--- config.mk ---
export PLATFORM = sky130hd
export DESIGN_NAME = cdb_arbiter_flat
export DESIGN_NICKNAME = d
export VERILOG_FILES = /design/src/rtl/cdb_arbiter_pkg.sv /design/src/rtl/cdb_arbiter_if.sv /design/src/rtl/cdb_arbiter_rr_pick.sv /design/src/rtl/cdb_arbiter.sv /design/src/flat_wrapper.sv
export SDC_FILE = /design/constraint.sdc
export NUM_CORES = 1
export LEC_CHECK = 0
export ABC_AREA = 0
export CORE_ASPECT_RATIO = 1.75
export CORE_MARGIN = 3
export CORE_UTILIZATION = 35
export CTS_BUF_LIST = sky130_fd_sc_hd__clkbuf_16
export DETAILED_ROUTE_END_ITERATION = 16
export PLACE_DENSITY = 0.71
export REMOVE_ABC_BUFFERS = 1
export SKIP_CTS_REPAIR_TIMING = 1
export SYNTH_ARGS = -nofsm -noshare
export SYNTH_HDL_FRONTEND = slang
export SYNTH_HIERARCHICAL = 1
export SYNTH_SLANG_ARGS = --single-unit
export TNS_END_PERCENT = 20
--- constraint.sdc ---
create_clock -name clk -period 3.67 [get_ports clk]
set_input_delay 0.734 -clock clk [delete_from_list [all_inputs] [get_ports clk]]
set_output_delay 0.734 -clock clk [all_outputs]
set_load 0.1 [all_outputs]
--- src/rtl/cdb_arbiter_pkg.sv ---
// Shared constants and helpers for the common data bus arbiter.
// Source indices identify which producer a CDB beat came from.
package cdb_arbiter_pkg;

    localparam int CDB_SRC_ALU = 0;
    localparam int CDB_SRC_LSB = 1;
    localparam int CDB_SRC_IMM = 2;
    localparam int ROB_TAG_W   = 4;
    localparam int CDB_NUM_SRC = 3;
    localparam int CDB_DATA_W  = 32;

    typedef enum logic [1:0] {
        SRC_ALU = 2'd0,
        SRC_LSB = 2'd1,
        SRC_IMM = 2'd2
    } cdb_src_e;

    // Index width that stays at least one bit wide for a single producer.
    function automatic int idx_w(input int n);
        return (n > 1) ? $clog2(n) : 1;
    endfunction

    // Round-robin successor; explicit compare so non-power-of-two counts wrap correctly.
    function automatic int rr_next(input int cur, input int n);
        if (cur + 1 >= n) return 0;
        return cur + 1;
    endfunction

endpackage

--- src/rtl/cdb_arbiter_if.sv ---
// Producer-side handshake and CDB broadcast bundle.
// master = producers/consumers around the arbiter, slave = the arbiter itself.
interface cdb_arbiter_if
    import cdb_arbiter_pkg::*;
#(
    parameter int NUM_SRC = CDB_NUM_SRC,
    parameter int TAG_W   = ROB_TAG_W,
    parameter int DATA_W  = CDB_DATA_W
) ();

    localparam int SRC_W = idx_w(NUM_SRC);

    logic [NUM_SRC-1:0]        src_valid;
    logic [NUM_SRC*TAG_W-1:0]  src_tag;
    logic [NUM_SRC*DATA_W-1:0] src_value;
    logic [NUM_SRC-1:0]        src_ready;
    logic                      cdb_valid;
    logic [SRC_W-1:0]          cdb_src;
    logic [TAG_W-1:0]          cdb_tag;
    logic [DATA_W-1:0]         cdb_value;

    modport master (
        output src_valid, src_tag, src_value,
        input  src_ready, cdb_valid, cdb_src, cdb_tag, cdb_value
    );

    modport slave (
        input  src_valid, src_tag, src_value,
        output src_ready, cdb_valid, cdb_src, cdb_tag, cdb_value
    );

endinterface

--- src/rtl/cdb_arbiter_rr_pick.sv ---
// Combinational round-robin picker: first set request at or after ptr, wrapping.
// Produces a one-hot grant, the granted index and an any-request flag.
module cdb_arbiter_rr_pick
    import cdb_arbiter_pkg::*;
#(
    parameter int N     = CDB_NUM_SRC,
    parameter int SRC_W = idx_w(CDB_NUM_SRC)
) (
    input  logic [N-1:0]     req,
    input  logic [SRC_W-1:0] ptr,
    output logic [N-1:0]     grant,
    output logic [SRC_W-1:0] idx,
    output logic             any
);

    always_comb begin
        int j;
        j     = 0;
        grant = '0;
        idx   = '0;
        any   = 1'b0;
        // Walk offsets from farthest to nearest so the nearest hit wins.
        for (int k = N - 1; k >= 0; k--) begin
            j = int'(ptr) + k;
            if (j >= N) j = j - N;
            if (req[j]) begin
                grant    = '0;
                grant[j] = 1'b1;
                idx      = SRC_W'(j);
                any      = 1'b1;
            end
        end
    end

endmodule

--- src/rtl/cdb_arbiter.sv ---
// Common data bus arbiter: one holding slot per producer, round-robin broadcast
// of one slot per cycle as a registered CDB beat.
module cdb_arbiter
    import cdb_arbiter_pkg::*;
#(
    parameter int NUM_SRC = CDB_NUM_SRC,
    parameter int TAG_W   = ROB_TAG_W,
    parameter int DATA_W  = CDB_DATA_W
) (
    input  logic          clk,
    input  logic          rst,
    input  logic          rdy,
    input  logic          flush,
    cdb_arbiter_if.slave  bus
);

    localparam int SRC_W = idx_w(NUM_SRC);

    logic [NUM_SRC-1:0] held;
    logic [TAG_W-1:0]   slot_tag   [NUM_SRC];
    logic [DATA_W-1:0]  slot_value [NUM_SRC];
    logic [SRC_W-1:0]   ptr;

    logic [NUM_SRC-1:0] grant;
    logic [NUM_SRC-1:0] accept;
    logic [NUM_SRC-1:0] ready;
    logic [SRC_W-1:0]   pick_idx;
    logic               pick_any;
    logic [TAG_W-1:0]   pick_tag;
    logic [DATA_W-1:0]  pick_value;

    logic               cdb_valid_q;
    logic [SRC_W-1:0]   cdb_src_q;
    logic [TAG_W-1:0]   cdb_tag_q;
    logic [DATA_W-1:0]  cdb_value_q;

    // Grant looks only at held slots, so src_valid never feeds back into src_ready.
    cdb_arbiter_rr_pick #(
        .N     (NUM_SRC),
        .SRC_W (SRC_W)
    ) u_rr_pick (
        .req   (held),
        .ptr   (ptr),
        .grant (grant),
        .idx   (pick_idx),
        .any   (pick_any)
    );

    always_comb begin
        pick_tag   = '0;
        pick_value = '0;
        for (int i = 0; i < NUM_SRC; i++) begin
            if (grant[i]) begin
                pick_tag   = pick_tag   | slot_tag[i];
                pick_value = pick_value | slot_value[i];
            end
        end
    end

    // A slot being broadcast this cycle can be refilled in the same cycle.
    assign ready         = (!rst && rdy && !flush) ? (~held | grant) : '0;
    assign accept        = bus.src_valid & ready;
    assign bus.src_ready = ready;

    assign bus.cdb_valid = cdb_valid_q;
    assign bus.cdb_src   = cdb_src_q;
    assign bus.cdb_tag   = cdb_tag_q;
    assign bus.cdb_value = cdb_value_q;

    always_ff @(posedge clk) begin
        if (rst) begin
            held        <= '0;
            ptr         <= '0;
            cdb_valid_q <= 1'b0;
            cdb_src_q   <= '0;
            cdb_tag_q   <= '0;
            cdb_value_q <= '0;
            for (int i = 0; i < NUM_SRC; i++) begin
                slot_tag[i]   <= '0;
                slot_value[i] <= '0;
            end
        end else if (rdy) begin
            if (flush) begin
                held        <= '0;
                cdb_valid_q <= 1'b0;
            end else begin
                cdb_valid_q <= pick_any;
                if (pick_any) begin
                    cdb_src_q   <= pick_idx;
                    cdb_tag_q   <= pick_tag;
                    cdb_value_q <= pick_value;
                    ptr         <= SRC_W'(rr_next(int'(pick_idx), NUM_SRC));
                end
                for (int i = 0; i < NUM_SRC; i++) begin
                    if (accept[i]) begin
                        held[i]       <= 1'b1;
                        slot_tag[i]   <= bus.src_tag[i*TAG_W +: TAG_W];
                        slot_value[i] <= bus.src_value[i*DATA_W +: DATA_W];
                    end else if (grant[i]) begin
                        held[i] <= 1'b0;
                    end
                end
            end
        end
    end

endmodule
--- src/flat_wrapper.sv ---
// flat-port wrapper written by rule: the top's interface ports become plain ports
module cdb_arbiter_flat import cdb_arbiter_pkg::*;
#(
    parameter int NUM_SRC = CDB_NUM_SRC,
    parameter int TAG_W   = ROB_TAG_W,
    parameter int DATA_W  = CDB_DATA_W
)
  (clk, rst, rdy, flush, bus_src_valid, bus_src_tag, bus_src_value, bus_src_ready, bus_cdb_valid, bus_cdb_src, bus_cdb_tag, bus_cdb_value);
  cdb_arbiter_if #(.NUM_SRC(NUM_SRC), .TAG_W(TAG_W), .DATA_W(DATA_W)) bus_i ();
  input  logic clk;
  input  logic rst;
  input  logic rdy;
  input  logic flush;
  input wire logic [$bits(bus_i.src_valid)-1:0] bus_src_valid;
  input wire logic [$bits(bus_i.src_tag)-1:0] bus_src_tag;
  input wire logic [$bits(bus_i.src_value)-1:0] bus_src_value;
  output wire logic [$bits(bus_i.src_ready)-1:0] bus_src_ready;
  output wire logic [$bits(bus_i.cdb_valid)-1:0] bus_cdb_valid;
  output wire logic [$bits(bus_i.cdb_src)-1:0] bus_cdb_src;
  output wire logic [$bits(bus_i.cdb_tag)-1:0] bus_cdb_tag;
  output wire logic [$bits(bus_i.cdb_value)-1:0] bus_cdb_value;
  assign bus_i.src_valid = bus_src_valid;
  assign bus_i.src_tag = bus_src_tag;
  assign bus_i.src_value = bus_src_value;
  assign bus_src_ready = bus_i.src_ready;
  assign bus_cdb_valid = bus_i.cdb_valid;
  assign bus_cdb_src = bus_i.cdb_src;
  assign bus_cdb_tag = bus_i.cdb_tag;
  assign bus_cdb_value = bus_i.cdb_value;
  cdb_arbiter #(.NUM_SRC(NUM_SRC), .TAG_W(TAG_W), .DATA_W(DATA_W)) u_core (.clk(clk), .rst(rst), .rdy(rdy), .flush(flush), .bus(bus_i));
endmodule
==> impl_metrics.csv <==
group,metric,value,unit
run_status,outcome,"complete, no violations",
drt,drt_wl_total,18200,um
yosys,synth_top_family_by_area,"compound AO/OA/AOI/OAI gates",
yosys,synth_cells,619,
drt,first_iter_violations,412,
global_route,grt_pass1_vias,5223,
yosys,seq_area_frac_synth,0.621,
yosys,synth_simple_gate_area_frac,0.113,
finish,final_core_util,0.488,
floorplan,dieHeight,188,um
floorplan,ioPinCount,157,
drt,num_vias,5336,
global_route,track_usage,0.178,
global_route,grt_pass1_wl,28000,um
pwr,total_power,4.45,mW
timing,finalSetupViolations,0,
pwr,p_leak,3.07,nW
pwr,power.switching,1.17,mW
worst_setup_path,critPathKind,"reg -> out",
yosys,synth-main-ff-cell,"edfxtp_1",
placement,hpwl,11800,um
yosys,synthAdderAreaFrac,0.00754,
clock_tree,clk_path_buf_depth,2,
worst_setup_path,cp.arrival,2.75,ns
finish,final_cells,997,
clock_tree,root_buffer,"clkbuf_16",
pwr,sequentialPowerShare,0.449,
clock_tree,clk_latency,0.41,ns
floorplan,core_area,18600,sq um
floorplan,row_count,66,
yosys,synthArstFlopShare,0,
drt,post-route-drc-count,0,
pwr,powerDensity,491,nW/um^2
floorplan,dieWidth,110,um
finish,fillers,1684,
worst_setup_path,setup.worst_path.end_class,"output port",
min_path,hp-class,"reg -> reg",
floorplan,initial_core_util,0.357,
placement,port_buffers,156,
timing,setup-tns-final,0,ns
worst_setup_path,cp.required,2.94,ns
yosys,synth-seq-cells,152,
timing,min_period_over_period,0.948,
timing,fin_crit,3.48,ns
drt,avgViaCountPerCell,5.35,
global_route,antenna_found_initial,1,
timing,fin_skew,0.0102,ns
yosys,netlist_area,6640,sq um
yosys,syn_area_per_cell,10.7,sq um
clock_tree,cts_tree,"done",
floorplan,dieArea,20700,sq um
timing,rsz0062_at_grt,"no",
drt,ant_nets,0,
finish,nets,864,
drt,firstDrtPassIters,5,
yosys,synth_top_area_share,0.488,
finish,finalInstanceArea,9060,sq um
yosys,synth_compound_area_frac,0.205,
timing,fin_ws,0.191,ns
clock_tree,numCtsBuffers,17,
timing,tightest_slew,1.06,ns
pwr,combinationalPowerShare,0.154,
timing,maxSlewViolCount,0,
yosys,yosys-top-cells-count,"nand2_1 (118), a21oi_1 (116), edfxtp_1 (108)",
placement,routabilityCongestion,0.787,
pwr,ir_worst_vdd,0.000254,V
yosys,yosys_warnings,6,
pwr,switching_share,0.263,
placement,pre_cts_ws,0.653,ns
timing,hold_viol,0,
timing,fmax,287,MHz
drt,drt-wirelength-per-cell,18.3,um
yosys,synthMuxAreaShare,0.00622,
global_route,grt_max_degree,109,
yosys,synth_largest_area_cell,"edfxtp_1",
job,max_cap_viol_count,0,
worst_setup_path,cp_max_fo,9,
clock_tree,clkSlewWorstSetupHoldPaths,0.06,ns
timing,timing.hold.ws,0.459,ns
placement,dp_cells,964,
yosys,synth_edf_count,108,
worst_setup_path,cp-start-kind,"register",
global_route,overflow,0,
timing,slew_headroom,0.292,
yosys,synth_area_leaders,"edfxtp_1 (49%), dfxtp_1 (13%), a21oi_1 (8.7%)",
yosys,synth_xor_area_frac,0,
yosys,synth.most_common_cell,"nand2_1",
placement,dpl_cell_area,8460,sq um
pwr,internal-power,3.27,mW
pwr,clkPwrFrac,0.397,
clock_tree,h-tree-depth,4,
finish,drive_gt1_frac,0.0818,
yosys,synth_cell_types,35,
finish,areaGrowthSynthToFinish,36.5,%
clock_tree,cts_num_sinks,152,
[worst paths after layout]
path / from / endpoint / slack (ns) / depth (start not counted)
worst min-delay path: u_core/bus.cdb_src[1]$_SDFFE_PP0P_ / u_core/bus.cdb_src[1]$_SDFFE_PP0P_ / 0.46 / 2
worst min register to register: u_core/bus.cdb_src[1]$_SDFFE_PP0P_ / u_core/bus.cdb_src[1]$_SDFFE_PP0P_ / 0.46 / 2
worst max register to register: u_core/ptr[1]$_SDFFE_PP0P_ / u_core/slot_value[0][16]$_SDFFCE_PN0P_ / 0.51 / 10
worst max-delay path: u_core/ptr[1]$_SDFFE_PP0P_ / bus_src_ready[2] / 0.19 / 9
[power by group through the flow]
| stage | Clock [mW] | Combinational, mW | Sequential, mW |
|---|---|---|---|
| floorplan | 0 | 0.241 | 2.17 |
| global placement | 0 | 0.680 | 2.03 |
| CTS | 1.79 | 0.690 | 1.99 |
| detailed placement | 0 | 0.688 | 2.03 |
| global route | 1.86 | 0.736 | 2.00 |
| finish | 1.76 | 0.686 | 1.99 |
[cells in the final DEF, fill, tap and decap left out, types with 4 or more instances in the layout]
master	n
a211oi_1	36
a21oi_1	114
a222oi_1	36
a22oi_1	4
buf_12	8
buf_4	9
clkbuf_16	17
clkdlybuf4s50_1	151
dfxtp_1	44
edfxtp_1	108
ha_1	4
inv_1	6
inv_6	4
nand2_1	118
nand2b_1	5
nor2_1	45
o21ai_0	4
[registers in the layout, summed over array words and instances, names as in the netlist]
| register | cells |
|---|---|
| u_core/slot_value | 96 |
| u_core/bus.cdb_value | 32 |
| u_core/slot_tag | 12 |
| u_core/bus.cdb_tag | 4 |
| u_core/held | 3 |
| u_core/bus.cdb_src | 2 |
| u_core/ptr | 2 |
| u_core/bus.cdb_valid | 1 |
[worst max-delay path: stages (launching register included)]
cell and delay (ns):
dfxtp_1 0.34, inv_1 0.09, ha_1 0.34, mux2i_1 0.32, mux2i_1 0.16, a32oi_1 0.33
a21oi_4 0.10, nand2b_1 0.23, and3_1 0.26, buf_12 0.17
[kinds of logic (layout without fill, tap and decap cells)]
kind of cell / after synthesis / count (layout)
fa+ha+maj: 4 / 4
compound gates: 207 / 207
other cells: 0 / 1
flops: 152 / 152
buf+inv: 68 / 207
mux: 4 / 4
simple gates: 184 / 184
[layer usage]
layer  GRT usage  part of all wire
met1       0.207              0.36
met2       0.314              0.55
met3      0.0353             0.059
met5           0                 0
met4      0.0688             0.027
[layout make-up]
class / instances / area [sq um] / area share
clock buffer: 17 / 425 / 0.0469
antenna: 1 / 2.50 / 0.000276
tap: 238 / 298 / 0.0329
inverter: 6 / 22.5 / 0.00249
timing repair buffer: 169 / 1740 / 0.192
clock inverter: 15 / 176 / 0.0195
multi-input combinational: 399 / 2270 / 0.250
sequential: 152 / 4120 / 0.455
Power figures use the tool's default switching activity.
